File: src/rtl/gpio_in_capture.sv
// GPIO input capture: per-pin synchronizer, edge detection, sticky status with
// interrupt, saturating edge counter and a one-cycle register access port.
module gpio_in_capture #(
   parameter int WIDTH       = 32,
   parameter int SYNC_STAGES = 2
) (
   input  logic             clk,
   input  logic             rst_n,
   input  logic [WIDTH-1:0] gpio_in,
   input  logic             req,
   input  logic             we,
   input  logic [4:0]       addr,
   input  logic [31:0]      wdata,
   output logic             ack,
   output logic [31:0]      rdata,
   output logic             irq
);

   typedef enum logic [2:0] {
      REG_DATA     = 3'd0,
      REG_RISE_EN  = 3'd1,
      REG_FALL_EN  = 3'd2,
      REG_STATUS   = 3'd3,
      REG_IRQ_EN   = 3'd4,
      REG_EDGE_CNT = 3'd5
   } reg_sel_t;

   logic [WIDTH-1:0] sync_q [SYNC_STAGES];
   logic [WIDTH-1:0] data;
   logic [WIDTH-1:0] prev;
   logic [WIDTH-1:0] rise_en;
   logic [WIDTH-1:0] fall_en;
   logic [WIDTH-1:0] status;
   logic [WIDTH-1:0] irq_en;
   logic [15:0]      edge_cnt;

   logic [WIDTH-1:0] rise;
   logic [WIDTH-1:0] fall;
   logic [WIDTH-1:0] set_bits;
   logic             any_edge;
   logic [WIDTH-1:0] wmask;
   logic [2:0]       sel;
   logic             wr;
   logic [31:0]      rd_val;
   logic             unused_bits;

   assign data        = sync_q[SYNC_STAGES-1];
   assign sel         = addr[4:2];
   assign wr          = req & we;
   assign wmask       = wdata[WIDTH-1:0];
   assign unused_bits = ^{addr[1:0], wdata};

   always_ff @(posedge clk or negedge rst_n) begin
      if (!rst_n) begin
         for (int i = 0; i < SYNC_STAGES; i++) sync_q[i] <= '0;
         prev <= '0;
      end else begin
         sync_q[0] <= gpio_in;
         for (int i = 1; i < SYNC_STAGES; i++) sync_q[i] <= sync_q[i-1];
         prev <= data;
      end
   end

   assign rise     = data & ~prev;
   assign fall     = ~data & prev;
   assign set_bits = (rise & rise_en) | (fall & fall_en);
   assign any_edge = |set_bits;

   // A status bit being set in the same cycle as its W1C clear stays set.
   always_ff @(posedge clk or negedge rst_n) begin
      if (!rst_n) begin
         rise_en <= '0;
         fall_en <= '0;
         irq_en  <= '0;
         status  <= '0;
      end else begin
         if (wr && sel == REG_RISE_EN) rise_en <= wmask;
         if (wr && sel == REG_FALL_EN) fall_en <= wmask;
         if (wr && sel == REG_IRQ_EN)  irq_en  <= wmask;
         if (wr && sel == REG_STATUS)  status  <= (status & ~wmask) | set_bits;
         else                          status  <= status | set_bits;
      end
   end

   // Counts cycles with an enabled edge, not individual edges; saturates.
   always_ff @(posedge clk or negedge rst_n) begin
      if (!rst_n) begin
         edge_cnt <= '0;
      end else if (wr && sel == REG_EDGE_CNT) begin
         edge_cnt <= any_edge ? 16'd1 : 16'd0;
      end else if (any_edge && edge_cnt != 16'hFFFF) begin
         edge_cnt <= edge_cnt + 16'd1;
      end
   end

   always_comb begin
      rd_val = '0;
      case (sel)
         REG_DATA:     rd_val[WIDTH-1:0] = data;
         REG_RISE_EN:  rd_val[WIDTH-1:0] = rise_en;
         REG_FALL_EN:  rd_val[WIDTH-1:0] = fall_en;
         REG_STATUS:   rd_val[WIDTH-1:0] = status;
         REG_IRQ_EN:   rd_val[WIDTH-1:0] = irq_en;
         REG_EDGE_CNT: rd_val[15:0]      = edge_cnt;
         default:      rd_val            = '0;
      endcase
   end

   always_ff @(posedge clk or negedge rst_n) begin
      if (!rst_n) begin
         ack   <= 1'b0;
         rdata <= '0;
      end else begin
         ack   <= req;
         rdata <= (req && !we) ? rd_val : 32'd0;
      end
   end

   assign irq = |(status & irq_en);

endmodule

File: config.mk
export PLATFORM = sky130hd
export DESIGN_NAME = gpio_in_capture
export DESIGN_NICKNAME = d
export VERILOG_FILES = /design/src/rtl/gpio_in_capture.sv
export SDC_FILE = /design/constraint.sdc
export NUM_CORES = 1
export LEC_CHECK = 0
export BUFFER_PORTS_ARGS = -buffer_cell sky130_fd_sc_hd__clkbuf_2
export CAP_MARGIN = 20
export CORE_ASPECT_RATIO = 0.6
export CORE_MARGIN = 8
export CORE_UTILIZATION = 40
export CTS_BUF_LIST = sky130_fd_sc_hd__clkbuf_4 sky130_fd_sc_hd__clkbuf_8
export CTS_CLUSTER_DIAMETER = 150
export DETAILED_ROUTE_END_ITERATION = 8
export PLACE_DENSITY_LB_ADDON = 0.15
export SKIP_CTS_REPAIR_TIMING = 1
export SLEW_MARGIN = 25
export SYNTH_ARGS = -nofsm -noshare
export SYNTH_HDL_FRONTEND = slang
export SYNTH_SLANG_ARGS = --single-unit
File: constraint.sdc
create_clock -name clk -period 2.03 [get_ports clk]
set_input_delay 0.1015 -clock clk [delete_from_list [all_inputs] [get_ports clk]]
set_output_delay 0.1015 -clock clk [all_outputs]
set_load 0.01 [all_outputs]
### Yosys cells after proc, flatten, opt, wreduce, memory -nomap -nowiden

Index checks and enable logic that the tools add are counted.

* input bits: 73
* logic and storage cells: 49
* output and inout bits: 34
* bits in registers: 273

* multiplexer cells: 7
* reductions and logical operators: 12
* eq/ne operators: 6
* add/subtract/negate cells: 1
* bitwise operators: 13

Operators with widths (count)
* 32-bit AND: 6
* 32-bit inverter: 3
* 32-bit OR: 3
* 16-bit case mux with 6 select lines: 1
* 16-bit case mux with 5 select lines: 1
* 32-bit two-way mux: 2
* 32-bit OR reduction: 2
* 16-bit two-way mux: 2
* 16-bit by 1-bit adder with 16-bit output, second input constant: 1
* 16-bit != test, second input constant: 1
* 1-bit logical AND: 7
* 3-bit by 2-bit == test with 1-bit output, second input constant: 2
* 3-bit == test, second input constant: 2
* 3-bit by 1-bit == test with 1-bit output, second input constant: 1
* 3-bit logical NOT: 1
* 2-bit nonzero test: 1
* 1-bit AND: 1
* 1-bit logical NOT: 1
* 1-bit two-way mux: 1

### Longest topological paths before layout

Gate-level depths: netlist (run 1).

* depth after elaboration: 8
* mapped depth: 9
* depth with buffers taken out: 7

### Least setup slack after synthesis (run 1)

Ideal clock, no wire load.

* kind: register to register
* from: register edge_cnt[10]
* to: register edge_cnt[13]
* path buffers: 1
* stages on the path, launching flop included: 9
* period minus slack after synthesis: 1759 ps
* library setup time: 77 ps
* arrival: 1682 ps
* setup slack: 271 ps
* required time: 1953 ps
* cells stage by stage: dfrtp_1 and3_1 and3_4 and3_4 nand4_2 o21ai_2 buf_6 or3_1 a21oi_1

* word-level cells in the longest chain between the ends: 3
* elaborated cells on any way between the ends: 6
* those cells by class: 1 x add/sub; 1 x eq/ne; 2 x mux; 2 x reduce/logical

RTL lines
* start: declaration: line 35 `logic [15:0] edge_cnt;`
* start signal: assignment: line 90 `edge_cnt <= any_edge ? 16'd1 : 16'd0;`
* start signal: assignment: line 92 `edge_cnt <= edge_cnt + 16'd1;`
* 16-bit by 1-bit adder with 16-bit output or 16-bit != test (tied branches): line 92, 91
* 16-bit two-way mux or 1-bit logical AND (tied branches): line 91 `end else if (any_edge && edge_cnt != 16'hFFFF) begin`
* 16-bit two-way mux or 2-bit nonzero test (tied branches)

Several ways; a longest one is shown, not always the timed one. The select of a mux whose other input is x is not followed.
A chain may end at the register's enable or synchronous reset.

### Final worst setup path (run 1)

* from: register status[13]
* to: output port irq

* word-level cells in the longest chain between the ends: 2

RTL lines
* start: declaration: line 33 `logic [WIDTH-1:0] status;`
* start signal: assignment: line 80 `if (wr && sel == REG_STATUS) status <= (status & ~wmask) | set_bits;`
* start signal: assignment: line 81 `else status <= status | set_bits;`
* 32-bit AND: line 119 `assign irq = |(status & irq_en);`
* 32-bit OR reduction: line 119
* end: declaration: line 16 `output logic irq`

Every way passes these cells.

==> results of run 1 <==
[critical path: stages (launching register included)]
cell	delay (ps)
dfrtp_1	410
a22o_4	280
a221oi_2	190
nand3_2	160
or4_4	540
buf_6	140
[metrics by stage]
stage | cells | instance area (um2)
6_report | 1536 | 14500
5_1_grt | 1536 | 14500
4_1_cts | 1461 | 13460
3_5_place_dp | 1388 | 12590
3_3_place_gp | 1388 | 12590
2_1_floorplan | 856 | 10870
[routing by layer]
| layer | wire length [um] | global-route usage | part of all wire | up-vias |
|---|---|---|---|---|
| met5 | 13 | 0 | 0.00041 | - |
| met4 | 693 | 0.05283 | 0.022 | 2 |
| met3 | 2081 | 0.05414 | 0.066 | 60 |
| met2 | 13140 | 0.2677 | 0.42 | 228 |
| met1 | 15500 | 0.2729 | 0.49 | 4046 |
| li1 | - | - | - | 3718 |
[cell families after synthesis]
family / Yosys count
AO/OA/AOI/OAI: 211
XOR/XNOR: 1
adder cells (fa/ha/maj): 1
buffers and inverters: 44
flip-flops: 273
multiplexers: 126
AND/OR/NAND/NOR: 200
[final cells by class]
type,count,area share
multi-input cells,539,0.2816
clock inverters,12,0.006041
repair buffers,291,0.1557
well taps,360,0.03107
flip-flops and latches,273,0.4712
clock buffers,61,0.05445
[Yosys cell counts]
cell      count  area share
or4_1         2      0.0014
o31ai_1       1     0.00069
and2b_1       1     0.00069
clkbuf_1     20      0.0069
dfrtp_1     273        0.63
nand4_1       9      0.0052
nor4_1        8      0.0046
nand2_1      72       0.025
and3b_1       1     0.00081
mux2_1       97        0.10
o211ai_1      2      0.0014
mux2i_1      27       0.025
a21oi_1      47       0.022
a221oi_1      7      0.0056
and3_1        8      0.0046
nand4_2       1      0.0012
o21ai_0      10      0.0046
a22o_1        2      0.0016
ha_1          1      0.0012
and2_1        4      0.0023
buf_12        1      0.0018
o22ai_1       1     0.00058
buf_2        18      0.0083
nand3_1       8      0.0037
o21ai_1      39       0.018
nand2b_1      4      0.0023
mux2_2        2      0.0021
nor3b_1       1     0.00069
or3_1        12      0.0069
a21o_1       32       0.022
xor2_1        1     0.00081
a22oi_1      57       0.039
buf_4         3      0.0021
nor2b_1       1     0.00058
nand3b_1     32       0.022
a31oi_1      12      0.0069
and4_1        1     0.00081
nor3_2        1     0.00092
buf_6         2      0.0021
o21ai_2       1     0.00081
and3_4        3      0.0031
nor2_1       31       0.011
[power groups by stage]
stage                     clock, uW  sequential (uW)  combinational [uW]
after global placement            0             6870                2230
final                          4790             6810                2560
after CTS                      4930             6780                2280
after global routing           5170             6900                2810
after floorplan                   0             6730                1070
after detailed placement          0             6870                2270
[cells in the final DEF, fill, tap and decap left out, types with 3 or more instances in the layout]
master	instances
dlygate4sd3_1	66
clkinv_2	10
o21ai_4	3
a21oi_1	39
a21oi_2	8
a31oi_1	12
o21ai_0	4
buf_12	9
nand4_1	9
dfrtp_1	273
mux2_1	97
mux2i_1	27
clkbuf_4	8
nand2b_1	4
and3_4	3
o21ai_1	24
nand3_1	5
clkbuf_8	53
o21ai_2	19
nor2_1	30
a221oi_1	6
and2_1	4
nand3b_1	32
or3_1	4
or3_4	8
nor4_2	6
nand2_1	72
a21o_1	32
buf_4	109
clkbuf_2	102
a22oi_1	56
nand3_2	3
and3_1	7
[how the worst max path moves through the flow]
stage / end / slack (ps)
6_report: irq / -350
5_1_grt: irq / -420
4_1_cts: irq / -530
3_5_place_dp: edge_cnt[15]$_DFFE_PN0P_ / -160
3_3_place_gp: edge_cnt[14]$_DFFE_PN0P_ / -70
2_1_floorplan: edge_cnt[13]$_DFFE_PN0P_ / 270
[state kept, by name, indices dropped and copies added (netlist names)]
signal    flops
ack           1
edge_cnt     16
rdata        32
prev         32
fall_en      32
irq_en       32
sync_q       32
data         32
status       32
rise_en      32
==> results.md, run 1 <==
* Placer Congestion at approximately 0.84
* # port buffers at 104
* Clk pwr share at 0.338
* Worst Tran Pin Value at approximately 460 ps
* Fin. max-slew vios at 0
* Largest net degree at the start of global routing at 90
* Nature of the critical path startpoint: register
* NetSw at 3974 uW
* CP max FO at 3
* Simple-gate portion of the synthesized area at 0.09741
* Die area at 0.03287 mm2
* Largest family of logic cells by synthesized area: multiplexers
* First-pass GRT wire length at between 40 and 50 mm
* Setup TNS Final at -1903 ps
* Xor/xnor share of the synthesized area at 0.0008060
* Antenna Cells at 0
* Number of cell rows at 46
* Final Cycle Share at 1.171
* Share of layout cells above drive strength 1 at 0.3061
* Die Width at 228.8 um
* Power, Total at approximately 14,000 uW
* Final hold vios at 0
* Max Root-Sink Buffers at 3
* Hold slack at 59.95 ps
* Endpoints failing setup at 17
* Failing checks: negative setup slack
* DP HPWL at 20.83 mm
* Seq. cell area at 0.006832 mm2
* Initial Utilization at 0.4096
* Congestion Overflow GR at 0
* Critical R2R Capture: edge_cnt[7]$_DFFE_PN0P_
* Clock sinks at 273
* Unique masters post-synth at between 40 and 50
* Register share of total power at 0.481
* Critical path type: register to output pin
* Sw Ratio at 0.2806
* Max rail drop VDD at between 0.0005 and 0.0006 V
* Post-Place Worst Slack at -161.0 ps
* Post-layout util at 0.5464
* FILL cells at 2,276
* Core ar. at between 0.02 and 0.03 mm2
* Clk_lat worst skew at 560 ps
* I/O Pins at 107
* Final WS setup at -347.9 ps
* Crit. End Element: output pin
* Footprint of the multi-input gates at 0.004083 mm2
* Max-cap violations at 0
* Via/cell ratio at 5.243
* Fmax at roughly 420 MHz
* Synth Area in Adders at 0.001151
* Area delta synth->final at 33.43%
* WP data required at 1930 ps
* 1st-iter DRT viols at around 570
* Pleak at 0.006451 uW
* Drt drc at 0
* Final min period at ~2400 ps
* Post-synthesis mux area share at 0.1275
* Reg2Reg Launch Point: data[26]$_DFF_PN0_
* All-Layer GR Usage at 0.1872
* Outcome: finished, violations left
* # nets final at 1,220
* CP Launch Point: status[13]$_DFF_PN0_
* CTS tree: yes
* Sequential share of the synthesized area at 0.6287
* Synth Cell Area at 0.01087 mm2
* WL final at 31.43 mm
* Worst Skew at approximately 23 ps
* Synth Area in Compound Gates at 0.1233
* Clock transition at path regs at around 70 ps
* Chip Height at 143.7 um
* Yosys reg bits at roughly 270
* Part of the power in combinational logic at 0.181
* YS warnings at 0
* Net Count, Synth at 930
* Initial antenna violation count at 1
* Synth Area per Inst at ~13 um2
* TritonCTS Buffers at 41
* Synth Instances at 856
* DR WL/cell at 20.46 um
* Root buf cell: clkbuf_8
* P_int at 10,190 uW
* PD cells at 976.8 mW/mm2
* Vias at 8,054
* Crit path DAT at about 2300 ps
* Initial DRT Pass Iterations at 5
* Slew HR at 0.6917
* HP Class: input pin to asynchronous set/reset pin
* R2R setup slack at -160 ps
* H-tree Lvls at 2
* Reg2reg path depth at 9
* Vias in the first global route at 7,941
* RSZ-0062 raised after global routing: yes
* DRT antenna net count at 0
Note: power is estimated with default switching activity, not from simulation.
==> run 2: changes to the inputs <==
Settings changed: CORE_ASPECT_RATIO 0.6 to 2.
==> results.md, run 2 (same netlist as run 1, synthesis figures left out) <==
* Number of cell rows at 85 (+85%)
* Initial DRT Pass Iterations at 5 (unchanged)
* Crit path capture: irq
* Area delta synth->final at 32.77%
* Max-cap violations at 0 (unchanged)
* Crit path DAT at 2200 ps (-80 ps)
* TritonCTS Buffers at 41 (unchanged)
* DRT antenna net count at 0 (unchanged)
* Pleak at 0.006445 uW (about the same)
* CP max FO at 3 (unchanged)
* WP data required at 1930 ps (about the same)
* # port buffers at 104 (unchanged)
* Reg2Reg Launch Point: data[9]$_DFF_PN0_
* Post-layout util at 0.5383 (-0.008120)
* Via/cell ratio at 5.298 (+1.0%)
* # nets final at 1,221 (+0.082%)
* Share of layout cells above drive strength 1 at 0.2979 (-0.008250)
* PD cells at 977.2 mW/mm2 (about the same)
* Final WS setup at -275.4 ps (+72.51 ps)
* Critical R2R Capture: edge_cnt[14]$_DFFE_PN0P_
* Die area at 0.03302 mm2 (+0.45%)
* Max Root-Sink Buffers at 3 (unchanged)
* Nature of the critical path startpoint: register
* R2R setup slack at -110 ps (+50 ps)
* Clk_lat worst skew at 550 ps (about the same)
* Placer Congestion at 0.9042 (+8.0%)
* H-tree Lvls at 2 (unchanged)
* RSZ-0062 raised after global routing: yes
* Worst Skew at 15.67 ps (-6.886 ps)
* Fin. max-slew vios at 0 (unchanged)
* DR WL/cell at 21.04 um (+2.8%)
* Congestion Overflow GR at 0 (unchanged)
* Slew HR at 0.5962 (-0.09555)
* Fmax at 433.8 MHz (+3.1%)
* Failing checks: negative setup slack
* I/O Pins at 107 (unchanged)
* Clock sinks at 273 (unchanged)
* All-Layer GR Usage at 0.1905 (+0.003248)
* Antenna Cells at 0 (unchanged)
* Root buf cell: clkbuf_8
* 1st-iter DRT viols at 536 (-5.1%)
* Vias in the first global route at 8,484 (+6.8%)
* WL final at 32.05 mm (+2.0%)
* Initial Utilization at 0.4055 (-0.004092)
* Fin cells at 1,523 (-0.85%)
* Vias at 8,069 (+0.19%)
* Reg2reg path depth at 9 (unchanged)
* CP Launch Point: status[30]$_DFF_PN0_
* Placed cells at 1,376 (-0.86%)
* Die Width at 132.5 um (-42%)
* Outcome: finished, violations left
* Initial antenna violation count at 0 (-1)
* First-pass GRT wire length at 48.71 mm (+2.6%)
* Crit. End Element: output pin
* Worst Tran Pin Value at 605.7 ps (+143.3 ps)
* DP HPWL at 22.21 mm (+6.6%)
* Drt drc at 0 (unchanged)
* Largest net degree at the start of global routing at 76 (-16%)
* Clock transition at path regs at 70 ps (about the same)
* Final Cycle Share at 1.136 (-0.03572)
* Critical path type: register to output pin
* HP Class: input pin to register
* Final min period at 2305 ps (-72.51 ps)
* Max rail drop VDD at 0.0006829 V (+29%)
* Commonest non-fill, non-tap cell in the layout: dfrtp_1
* CTS tree: yes
* Final hold vios at 0 (unchanged)
* Core ar. at 0.02680 mm2 (+1.0%)
* Endpoints failing setup at 17 (unchanged)
* Commonest cells after routing, fill and taps aside: 273 x dfrtp_1, 110 x buf_4, 103 x clkbuf_2, 97 x mux2_1, 72 x nand2_1
* WHS Path Cells at 3
* Chip Height at 249.1 um (+73%)
run 2: report_power, final:
| group | internal, uW | total, uW | switching, uW |
|---|---|---|---|
| clock network | 2710 | 4800 | 2090 |
| registers | 6210 | 6830 | 625 |
| logic | 1300 | 2460 | 1160 |
| total | 10200 | 14100 | 3880 |
run 2: layer usage:
metal / part of all wire / global-route usage / vias to the layer above / wire (um)
li1: - / - / 3708 / -
met1: 0.38 / 0.2081 / 4109 / 12190
met2: 0.54 / 0.3480 / 176 / 17420
met3: 0.036 / 0.03231 / 76 / 1152
met4: 0.040 / 0.08943 / 0 / 1292
met5: 0 / 0 / - / 0
run 2: final cells by class:
cell class / instances / area [um2]
clock buffer: 67 / 834.6
clock inverter: 4 / 45.04
fill: 2378 / 12370
multi-input combinational: 539 / 4023
sequential: 273 / 6832
tap: 348 / 435.4
timing repair buffer: 292 / 2258
run 2: through the flow:
stage,setup TNS (ps),cell area [um2],hold WS (ps),power (uW),setup WS [ps]
5_1_grt,-3549,14430,46.95,14810,-328.5
3_3_place_gp,-755.9,12570,118.4,9084,-134.7
6_report,-1676,14430,47.88,14100,-275.4
4_1_cts,-1338,13450,-474.7,14010,-411.5
2_1_floorplan,0,10870,-194.1,7799,270.8
3_5_place_dp,-698.2,12570,121.0,9135,-140.6
run 2: worst min-delay path by stage:
stage | from | to
6_report | addr[3] | rdata[7]$_DFF_PN0_
5_1_grt | addr[3] | rdata[7]$_DFF_PN0_
3_5_place_dp | rst_n | sync_q[34]$_DFF_PN0_
4_1_cts | rst_n | rdata[2]$_DFF_PN0_
2_1_floorplan | rst_n | ack$_DFF_PN0_
3_3_place_gp | rst_n | sync_q[34]$_DFF_PN0_
run 2: critical path: stages (launching register included):
cell and delay [ps]:
dfrtp_1 400, a22o_1 260, a221oi_2 170, nand3_1 140
or4_4 520, clkbuf_2 150
==> run 3: changes to the inputs <==
Settings changed: SKIP_LAST_GASP from default to 1.
==> results.md, run 3 (same netlist as run 1, synthesis figures left out) <==
* Vias in the first global route at 8,484 (unchanged)
* Slowest-stage cell, CP: or4_4
* DRT antenna net count at 0 (unchanged)
* Clock transition at path regs at 70 ps (about the same)
* Initial antenna violation count at 0 (unchanged)
* RSZ-0062 raised after global routing: yes
* 1st-iter DRT viols at 527 (-1.7%)
* Die area at 0.03302 mm2 (unchanged)
* Via/cell ratio at 5.330 (+0.61%)
* Failing checks: negative setup slack
* Final Cell Area at 0.01443 mm2 (unchanged)
* Placer Congestion at 0.9042 (unchanged)
* Root buf cell: clkbuf_8
* # nets final at 1,221 (unchanged)
* Critical path's top delay family: simple AND/OR/NAND/NOR gates
* Clk_lat worst skew at 550 ps (about the same)
* Die Width at 132.5 um (unchanged)
* Fin. max-slew vios at 0 (unchanged)
* Final Cycle Share at 1.134 (-0.001206)
* Commonest cells after routing, fill and taps aside: 273 x dfrtp_1, 110 x buf_4, 103 x clkbuf_2, 97 x mux2_1, 72 x nand2_1
* Congestion Overflow GR at 0 (unchanged)
* Number of cell rows at 85 (unchanged)
* Slew HR at 0.5952 (-0.0009560)
* Fmax at 434.2 MHz (+0.11%)
* First-pass GRT wire length at 48.71 mm (unchanged)
* Core ar. at 0.02680 mm2 (unchanged)
* DR WL/cell at 21.06 um (about the same)
* Final min period at 2303 ps (-2.449 ps)
* Clock sinks at 273 (unchanged)
* All-Layer GR Usage at 0.1905 (unchanged)
* Vias at 8,118 (+0.61%)
* H-tree Lvls at 2 (unchanged)
* Outcome: finished, violations left
* Bufs and invs on worst path at 1 (unchanged)
* Setup TNS Final at -1884 ps (-208.2 ps)
* TritonCTS Buffers at 41 (unchanged)
* Max Root-Sink Buffers at 3 (unchanged)
* Initial DRT Pass Iterations at 5 (unchanged)
* Critical path type: register to output pin
* Pleak at 0.006445 uW (about the same)
* Share of layout cells above drive strength 1 at 0.2979 (unchanged)
* FILL cells at 2,378 (unchanged)
* Chip Height at 249.1 um (unchanged)
* # port buffers at 104 (unchanged)
* DP HPWL at 22.21 mm (unchanged)
* Critical path cell sequence: a22o_1 > a221oi_2 > nand3_1 > or4_4 > clkbuf_2
* PD cells at 977.7 mW/mm2 (about the same)
* Max-cap violations at 0 (unchanged)
* Crit. End Element: output pin
* HP Class: input pin to register
* WL final at 32.07 mm (about the same)
* CP max FO at 3 (unchanged)
* Final hold vios at 0 (unchanged)
* Antenna Cells at 0 (unchanged)
* Endpoints failing setup at 17 (unchanged)
* WP data required at 1930 ps (about the same)
* Max rail drop VDD at 0.0006818 V (-0.16%)
* Nature of the critical path startpoint: register
* Crit path DAT at 2200 ps (about the same)
* I/O Pins at 107 (unchanged)
* Final WS setup at -273.0 ps (+2.449 ps)
* Worst Tran Pin Value at 607.2 ps (+1.434 ps)
* Drt drc at 0 (unchanged)
* Largest net degree at the start of global routing at 76 (unchanged)
* Commonest non-fill, non-tap cell in the layout: dfrtp_1
* CTS tree: yes
* Post-layout util at 0.5383 (unchanged)
* Crit path largest cell delay at 520 ps (about the same)
* Initial Utilization at 0.4055 (unchanged)
* Worst Skew at 12.88 ps (-2.791 ps)
* Area delta synth->final at 32.77% (unchanged)
* Placed cell areas at 0.01257 mm2 (unchanged)
[run 3: cell counts in the layout (fill, tap and decap cells not counted)]
Identical to the previous run, type by type.
[run 3: path summary, 6_finish.rpt]
path	from	endpoint	slack, ps	depth (start not counted)
min in group asynchronous	rst_n	sync_q[34]$_DFF_PN0_	130	2
setup / recovery	status[30]$_DFF_PN0_	irq	-270	5
max in group asynchronous	rst_n	rdata[8]$_DFF_PN0_	1180	3
setup reg to reg	prev[30]$_DFF_PN0_	edge_cnt[4]$_DFFE_PN0P_	-120	10
hold reg to reg	sync_q[45]$_DFF_PN0_	data[13]$_DFF_PN0_	350	0
hold / removal	addr[3]	rdata[7]$_DFF_PN0_	40	3
[run 3: metal layers]
layer  vias to the layer above  share of wire  track usage  routed length, um
met5                         -              0            0                  0
met4                         0          0.040      0.08943               1289
met3                        73          0.038      0.03231               1218
met2                       205           0.55       0.3480              17480
met1                      4132           0.38       0.2081              12080
li1                       3708              -            -                  -
[run 3: report_power, final]
part | switching (uW) | internal, uW
combinational | 1170 | 1300
clock | 2090 | 2710
sequential | 625 | 6210
[run 3: layout make-up]
cell class | count | area, um2 | area share
flip-flops and latches | 273 | 6832 | 0.4735
well taps | 348 | 435.4 | 0.03018
clock inverters | 4 | 45.04 | 0.003122
multi-input cells | 539 | 4023 | 0.2788
repair buffers | 292 | 2258 | 0.1565
clock buffers | 67 | 834.6 | 0.05784
[run 3: worst register-to-register path, delay by kind of cell (launching register included)]
kind,cells,cell delay (ps)
AOI/OAI and AO/OA,3,410
buffers and inverters,3,590
DFF,1,390
and+or+nand+nor,4,620
[run 3: through the flow]
stage               hold WS [ps]  std cells  setup slack [ps]  total power (uW)
floorplan                 -194.1        856             270.8              7799
global placement           118.4       1376            -134.7              9084
detailed placement         121.0       1376            -140.6              9135
CTS                       -474.7       1447            -411.5             14010
global route               46.95       1523            -328.5             14810
finish                     37.07       1523            -273.0             14110
